## config.mk

```make
export PLATFORM = sky130hd
export DESIGN_NAME = clk_div_ctrl_flat
export DESIGN_NICKNAME = d
export VERILOG_FILES = /design/src/rtl/clk_div_ctrl_if.sv /design/src/rtl/clk_div_ctrl.sv /design/src/flat_wrapper.sv
export SDC_FILE = /design/constraint.sdc
export NUM_CORES = 1
export LEC_CHECK = 0
export CAP_MARGIN = 20
export CORE_AREA = 3 3 120 122
export CTS_CLUSTER_SIZE = 16
export DETAILED_ROUTE_END_ITERATION = 8
export DIE_AREA = 0 0 123 125
export GPL_ROUTABILITY_DRIVEN = 0
export PLACE_DENSITY = 0.65
export SLEW_MARGIN = 5
export SYNTH_ARGS = -nofsm -noshare
export SYNTH_HDL_FRONTEND = slang
export SYNTH_SLANG_ARGS = --single-unit
```

## constraint.sdc

```tcl
create_clock -name clk_in -period 8.8 [get_ports clk_in]
set_clock_uncertainty 0.15 [all_clocks]
set_input_delay 0.88 -clock clk_in [delete_from_list [all_inputs] [get_ports clk_in]]
set_output_delay 0.88 -clock clk_in [all_outputs]
set_load 0.05 [all_outputs]
```

## src/rtl/clk_div_ctrl_if.sv

```systemverilog
// Configuration port of the clock-divider controller: a half-period offered
// on a valid/ready handshake.
interface clk_div_ctrl_if #(
   parameter int unsigned NBITS = 32
);
   logic             cfg_valid;
   logic [NBITS-1:0] cfg_div;
   logic             cfg_ready;

   modport master (output cfg_valid, output cfg_div, input cfg_ready);
   modport slave  (input cfg_valid, input cfg_div, output cfg_ready);
endinterface

```

## src/rtl/clk_div_ctrl.sv

```systemverilog
// Glitch-free programmable clock divider: produces clk_out/tick from clk_in and
// sequences start, stop and ratio changes only at output-period boundaries.
module clk_div_ctrl #(
   parameter int unsigned NBITS           = 32,
   parameter int unsigned FREQUENCY       = 1,
   parameter int unsigned REFERENCE_CLOCK = 20
) (
   input  logic           clk_in,
   input  logic           reset,
   input  logic           enable,
   clk_div_ctrl_if.slave  cfg,
   output logic           clk_out,
   output logic           tick,
   output logic           running
);

   localparam int unsigned      DEF_RAW      = REFERENCE_CLOCK / (2 * FREQUENCY);
   localparam logic [NBITS-1:0] DEFAULT_HALF = (DEF_RAW == 0) ? NBITS'(1) : NBITS'(DEF_RAW);

   typedef enum logic [1:0] {
      ST_STOP  = 2'd0,
      ST_RUN   = 2'd1,
      ST_DRAIN = 2'd2
   } state_e;

   state_e           state_q, state_d;
   logic [NBITS-1:0] cnt_q, cnt_d;
   logic [NBITS-1:0] active_half_q, active_half_d;
   logic [NBITS-1:0] pending_half_q, pending_half_d;
   logic             pending_q, pending_d;
   logic             clk_out_q, clk_out_d;
   logic             tick_q, tick_d;
   logic             running_q, running_d;
   logic             cfg_ready_q, cfg_ready_d;

   logic             accept;
   logic             boundary;
   logic [NBITS-1:0] cfg_val;
   logic [NBITS-1:0] stop_half;

   always_comb begin
      state_d        = state_q;
      cnt_d          = cnt_q;
      active_half_d  = active_half_q;
      pending_half_d = pending_half_q;
      pending_d      = pending_q;
      clk_out_d      = clk_out_q;
      tick_d         = 1'b0;

      accept    = cfg.cfg_valid && !pending_q;
      cfg_val   = (cfg.cfg_div == '0) ? NBITS'(1) : cfg.cfg_div;
      boundary  = (cnt_q == active_half_q - NBITS'(1));
      // Entering STOP flushes whatever ratio is waiting, including one arriving now
      stop_half = accept ? cfg_val : (pending_q ? pending_half_q : active_half_q);

      case (state_q)
         ST_STOP: begin
            cnt_d     = '0;
            clk_out_d = 1'b0;
            if (accept) begin
               active_half_d = cfg_val;
            end
            if (enable) begin
               state_d = ST_RUN;
            end
         end

         default: begin
            if ((state_q == ST_RUN) && !enable && !clk_out_q) begin
               state_d       = ST_STOP;
               cnt_d         = '0;
               active_half_d = stop_half;
               pending_d     = 1'b0;
            end else begin
               // Low enable here implies clk_out is high: finish the high phase
               state_d = enable ? ST_RUN : ST_DRAIN;
               if (accept) begin
                  pending_half_d = cfg_val;
                  pending_d      = 1'b1;
               end
               if (boundary) begin
                  cnt_d     = '0;
                  clk_out_d = !clk_out_q;
                  if (!clk_out_q) begin
                     tick_d = 1'b1;
                     if (pending_q) begin
                        active_half_d = pending_half_q;
                        pending_d     = 1'b0;
                     end
                  end else if (!enable) begin
                     state_d       = ST_STOP;
                     active_half_d = stop_half;
                     pending_d     = 1'b0;
                  end
               end else begin
                  cnt_d = cnt_q + NBITS'(1);
               end
            end
         end
      endcase

      running_d   = (state_d != ST_STOP);
      cfg_ready_d = !pending_d;
   end

   always_ff @(posedge clk_in) begin
      if (!reset) begin
         state_q       <= ST_STOP;
         cnt_q         <= '0;
         active_half_q <= DEFAULT_HALF;
         pending_q     <= 1'b0;
         clk_out_q     <= 1'b0;
         tick_q        <= 1'b0;
         running_q     <= 1'b0;
         cfg_ready_q   <= 1'b1;
      end else begin
         state_q       <= state_d;
         cnt_q         <= cnt_d;
         active_half_q <= active_half_d;
         pending_q     <= pending_d;
         clk_out_q     <= clk_out_d;
         tick_q        <= tick_d;
         running_q     <= running_d;
         cfg_ready_q   <= cfg_ready_d;
      end
   end

   // Staged ratio is only meaningful while pending_q is set
   always_ff @(posedge clk_in) begin
      pending_half_q <= pending_half_d;
   end

   assign clk_out       = clk_out_q;
   assign tick          = tick_q;
   assign running       = running_q;
   assign cfg.cfg_ready = cfg_ready_q;

endmodule

```

## src/flat_wrapper.sv

```systemverilog
// flat-port wrapper written by rule: the top's interface ports become plain ports
module clk_div_ctrl_flat 
#(
   parameter int unsigned NBITS           = 32,
   parameter int unsigned FREQUENCY       = 1,
   parameter int unsigned REFERENCE_CLOCK = 20
)
  (clk_in, reset, enable, clk_out, tick, running, cfg_cfg_valid, cfg_cfg_div, cfg_cfg_ready);
  clk_div_ctrl_if #(.NBITS(NBITS)) cfg_i ();
  input  logic clk_in;
  input  logic reset;
  input  logic enable;
  output logic clk_out;
  output logic tick;
  output logic running;
  input wire logic [$bits(cfg_i.cfg_valid)-1:0] cfg_cfg_valid;
  input wire logic [$bits(cfg_i.cfg_div)-1:0] cfg_cfg_div;
  output wire logic [$bits(cfg_i.cfg_ready)-1:0] cfg_cfg_ready;
  assign cfg_i.cfg_valid = cfg_cfg_valid;
  assign cfg_i.cfg_div = cfg_cfg_div;
  assign cfg_cfg_ready = cfg_i.cfg_ready;
  clk_div_ctrl #(.NBITS(NBITS), .FREQUENCY(FREQUENCY), .REFERENCE_CLOCK(REFERENCE_CLOCK)) u_core (.clk_in(clk_in), .reset(reset), .enable(enable), .cfg(cfg_i), .clk_out(clk_out), .tick(tick), .running(running));
endmodule
```

# [Word-level counts from Yosys, hierarchy flattened]
# Cells that the tools add are included.
[op_classes] reduce_logical=17 addsub=2 eq_ne=4 bitwise_logic=4 mux=24
[op_table] cell="32-bit two-way mux" n=9
[op_table] cell="32-bit by 1-bit adder with 32-bit output, second input constant" n=1
[op_table] cell="32-bit == test" n=1
[op_table] cell="32-bit logical NOT" n=1
[op_table] cell="32-bit by 1-bit subtractor with 32-bit output, second input constant" n=1
[op_table] cell="2-bit two-way mux" n=7
[op_table] cell="1-bit two-way mux" n=8
[op_table] cell="4-bit OR reduction" n=2
[op_table] cell="3-bit AND reduction" n=2
[op_table] cell="1-bit logical NOT" n=4
[op_table] cell="4-bit != test, second input constant" n=1
[op_table] cell="1-bit NOT" n=4
[op_table] cell="1-bit logical AND" n=3
[op_table] cell="3-bit nonzero test" n=1
[op_table] cell="2-bit by 1-bit == test with 1-bit output, second input constant" n=1
[op_table] cell="2-bit logical NOT" n=1
[op_table] cell="2-bit by 1-bit != test with 1-bit output, second input constant" n=1
[op_table] cell="2-bit AND reduction" n=1
[op_table] cell="2-bit nonzero test" n=1
[op_table] cell="2-bit OR reduction" n=1
[word_totals] wordCells=60 in_bits=36 ff_bits=103 out_inout_bits=4

# [Depth between registers and ports, before layout]
[logic_depth] depth_word=9 depth_mapped=13 mapped_depth_nobuf=11

# [Worst setup path before layout]
# No wires, ideal clock.
[synth_timing] path_kind="reg-to-reg" from="register u_core.active_half_q[0]" to="register u_core.active_half_q[1]" required_ps=8527 path_stages_with_launch=12 arrival_time_ps=3222 n_path_buf=1 path_slack_ps=5305 cell_sequence="dfxtp_1 -> clkbuf_1 -> inv_1 -> ha_1 -> or4b_4 -> or4_4 -> or3_4 -> a2111oi_4 -> nand4_2 -> a21oi_1 -> o21ai_2 -> mux2_1"
[synth_between] elab_chain_len=4
[synth_rtl] element="start, declared" line="clk_div_ctrl.sv:28" text="logic [NBITS-1:0] active_half_q, active_half_d;"
[synth_rtl] element="start signal, assigned" line="clk_div_ctrl.sv:119" text="active_half_q <= active_half_d;"
[synth_rtl] element="32-bit by 1-bit subtractor with 32-bit output" line="clk_div_ctrl.sv:52" text="boundary = (cnt_q == active_half_q - NBITS'(1));"
[synth_rtl] element="32-bit == test" line="clk_div_ctrl.sv:52"
[synth_rtl] element="3-bit nonzero test (no line)"
[synth_rtl] element="3-bit AND reduction (no line)"
# Every way passes these cells.
# A chain may end at the register's enable or synchronous reset.

# [Worst setup path in the final report]
[layout_timing] from="register u_core.active_half_q[0]" to="register u_core.active_half_q[3]"
# The elaborated chain is that of the path after synthesis.

==> flow_metrics.env <==
export IMPL_status="finished clean"
export IMPL_timing_final_hold_violations=0
export IMPL_final_fill_count=1226
export IMPL_cts_buffer_depth=2
export IMPL_slew_limit_headroom_pct=43.1
export IMPL_grt_total_usage_pct=18.1
export IMPL_synth_edff_count=32
export IMPL_netlist_area_sq_um=5990
export IMPL_setup_tns_final_ns=0
export IMPL_clockRootBuffer="clkbuf_16"
export IMPL_synth_seq_cells=103
export IMPL_min_period_over_period_pct=49.8
export IMPL_detail_route_wirelength_um=13500
export IMPL_placed_area_sq_um=6330
export IMPL_antenna_left=0
export IMPL_power_density_nw_per_um2=163
export IMPL_hpwl_um=9660
export IMPL_peakVddDrop_uv=88.4
export IMPL_syn_area_per_cell_sq_um=8.79
export IMPL_crit_required_ns=8.89
export IMPL_diodes=0
export IMPL_slew_viol_final=0
export IMPL_worstSetupEndpointType="flop"
export IMPL_tritoncts="done"
export IMPL_nNetsFinal=699
export IMPL_hold_ws_ns=0.349
export IMPL_ys_flop_type="dfxtp_1"
export IMPL_setup_viol=0
export IMPL_syn_nets=720
export IMPL_clock_latency_ns=0.35
export IMPL_whs_path_depth=1
export IMPL_p_comb_share_pct=15.6
export IMPL_first_pass_iters=5
export IMPL_top_usage_layer="met1"
export IMPL_critical_path_class="reg -> reg"
export IMPL_initial_utilization_pct=45.1
export IMPL_max_freq_mhz=228
export IMPL_pwr_share_seq_pct=49.8
export IMPL_core_sq_um=13300
export IMPL_use_met2_pct=25.2
export IMPL_tightest_slew_ns=0.847
export IMPL_drc_errors=0
export IMPL_grt_first_pass_wirelength_um=22400
export IMPL_yosysSeqAreaShare_pct=39.7
export IMPL_ys_types=63
export IMPL_met1_usage_pct=27.0
export IMPL_layout_min_cycle_time_ns=4.38
export IMPL_numCtsBuffers=9
export IMPL_layout_setup_ws_ns=4.42
export IMPL_yosysWarnings=0
export IMPL_grt_antenna_before_repair=0
export IMPL_synth_cells=682
export IMPL_post_cts_buffers=0
export IMPL_port_buffers=39
export IMPL_cts_sinks=103
export IMPL_dr_total_vias=4777
export IMPL_critPathLaunchType="flop"
export IMPL_viasPerCell=5.67
export IMPL_die_h_um=125
export IMPL_grt_start_max_net_pins=73
export IMPL_p_sw_share_pct=27.4
export IMPL_layout_drive_gt1_share_pct=5.86
export IMPL_reg2reg_depth=12
export IMPL_row_count=42
export IMPL_async_reset_ff_share_pct=0
export IMPL_io_pins=40
export IMPL_p_leak_nw=2.14
export IMPL_dpl_worst_slack_ns=4.43
export IMPL_internal_power_uw=785
export IMPL_grt_setup_unrepaired="false"
export IMPL_path_clk_slew_ns=0.07
export IMPL_die_area_sq_um=15400
export IMPL_grt_pass1_vias=4372
export IMPL_met3_usage_pct=2.94
export IMPL_arrival_ns=4.47
export IMPL_path_max_fanout=17
export IMPL_p_clk_share_pct=34.6
export IMPL_ctsResizeCount=0
export IMPL_finalInstanceArea_sq_um=6660
export IMPL_hold_class="reg -> reg"
export IMPL_fp_dieW_um=123
export IMPL_drv_cap=0
export IMPL_drtIter0Drc=235
export IMPL_htree_num_levels=3
export IMPL_ctsHoldBuffers=0
export IMPL_syn_to_final_growth_pct=11.1
export IMPL_power_net_switching_uw=297
export IMPL_post_route_util_pct=50.1
export IMPL_routedWlPerCell_um=16.0
export IMPL_overflow=0
-- logic make-up (layout without fill, tap and decap cells) --
group           count (synthesis)  count (layout)  synth area share (%)
flops                         103             103                  39.7
simple gates                  275             275                  22.8
compound gates                 90              90                  11.3
mux                            60              60                  10.1
fa+ha+maj                       2               2                 0.417
xor+xnor                       66              66                  9.87
buf+inv                        86              70                  5.82
-- cells in the mapped netlist, types with 5 or more instances --
cell type  instances  area, sq um
a21oi_1           13         65.1
and2_1             5         31.3
and3_1             7         43.8
and4_1             5         43.8
clkbuf_1          71          267
dfxtp_1           71         1420
edfxtp_1          32          961
inv_1              9         33.8
mux2i_1           58          581
nand2_1           90          338
nand3_1           17         85.1
nand4_1           13         81.3
nor2_1            62          233
nor3_1            15         75.1
nor4_1            21          131
o211ai_1          35          263
o21ai_0            9         45.0
or2_2              5         31.3
or3_1              9         56.3
xnor2_1           37          324
xor2_1            28          245
-- layer usage --
layer / vias up / routed length (um) / part of all wire [%]
li1: 2372 / - / -
met5: - / 0 / 0
met4: 0 / 353 / 2.6
met2: 122 / 5810 / 43
met1: 2262 / 6720 / 50
met3: 21 / 618 / 4.6
-- layout make-up --
type	instances	area, sq um	share of cell area [%]
Sequential cell	103	2380	35.8
Timing Repair Buffer	45	470	7.07
Tap cell	176	220	3.31
Multi-Input combinational cell	493	3270	49.2
Clock buffer	11	243	3.65
Clock inverter	5	33.8	0.507
Inverter	9	33.8	0.507
-- power groups by stage --
stage                     logic, mW  registers (mW)  clock network (mW)
after floorplan               0.137           0.531                   0
after global placement        0.163           0.548                   0
after detailed placement      0.166           0.549                   0
after CTS                     0.167           0.538               0.384
after global routing          0.188           0.542               0.399
final                         0.169           0.539               0.374
-- metrics by stage --
stage               power, mW  std cells
floorplan               0.669        682
global placement        0.711        824
detailed placement      0.714        824
CTS                      1.09        840
global route             1.13        842
finish                   1.08        842
-- cell usage in the layout (no fill, tap or decap), types with 3 or more instances in the layout --
master / n
and2_1: 5
and4_1: 5
a21oi_1: 13
nand4_1: 13
xnor2_1: 37
nand3b_1: 3
nand3_1: 17
a2111oi_0: 4
or3_1: 9
nand2_1: 90
inv_1: 9
o211ai_1: 35
xor2_1: 28
edfxtp_1: 32
nor2b_1: 4
dfxtp_1: 70
buf_4: 4
o21ai_0: 9
mux2i_1: 58
a31oi_1: 3
nor3_1: 15
o21a_1: 4
clkbuf_16: 9
nor2_1: 61
and3_1: 7
nor3b_1: 3
or4_1: 3
or2_2: 5
clkdlybuf4s50_1: 38
nor4_1: 21
-- final timing paths --
check,startpoint,endpoint,slack (ns)
setup / recovery,u_core.active_half_q[0],u_core.active_half_q[3],4.42
hold / removal,u_core.cnt_q[0],u_core.cnt_q[0],0.35
setup reg to reg,u_core.active_half_q[0],u_core.active_half_q[3],4.42
hold reg to reg,u_core.cnt_q[0],u_core.cnt_q[0],0.35
-- registers in the layout (all words and copies together), names as in the netlist, named ones only --
| name | cells |
|---|---|
| u_core.running | 1 |
| u_core.tick | 1 |
| u_core.cfg.cfg_ready | 1 |
| u_core.state_q | 2 |
| u_core.cnt_q | 32 |
| u_core.clk_out | 1 |
| u_core.active_half_q | 32 |
| u_core.pending_half_q | 32 |
-- critical path: stages (launching register included) --
cell,delay (ns)
dfxtp_1,0.38
inv_1,0.11
ha_1,0.28
or4b_4,0.51
or4_4,0.46
nor3b_1,0.17
o41ai_2,0.41
a2111oi_4,0.14
nand4_2,0.19
a21oi_1,0.09
o21ai_4,0.61
buf_4,0.41
mux2_1,0.35
No activity file was read; power rests on OpenSTA's default activity.
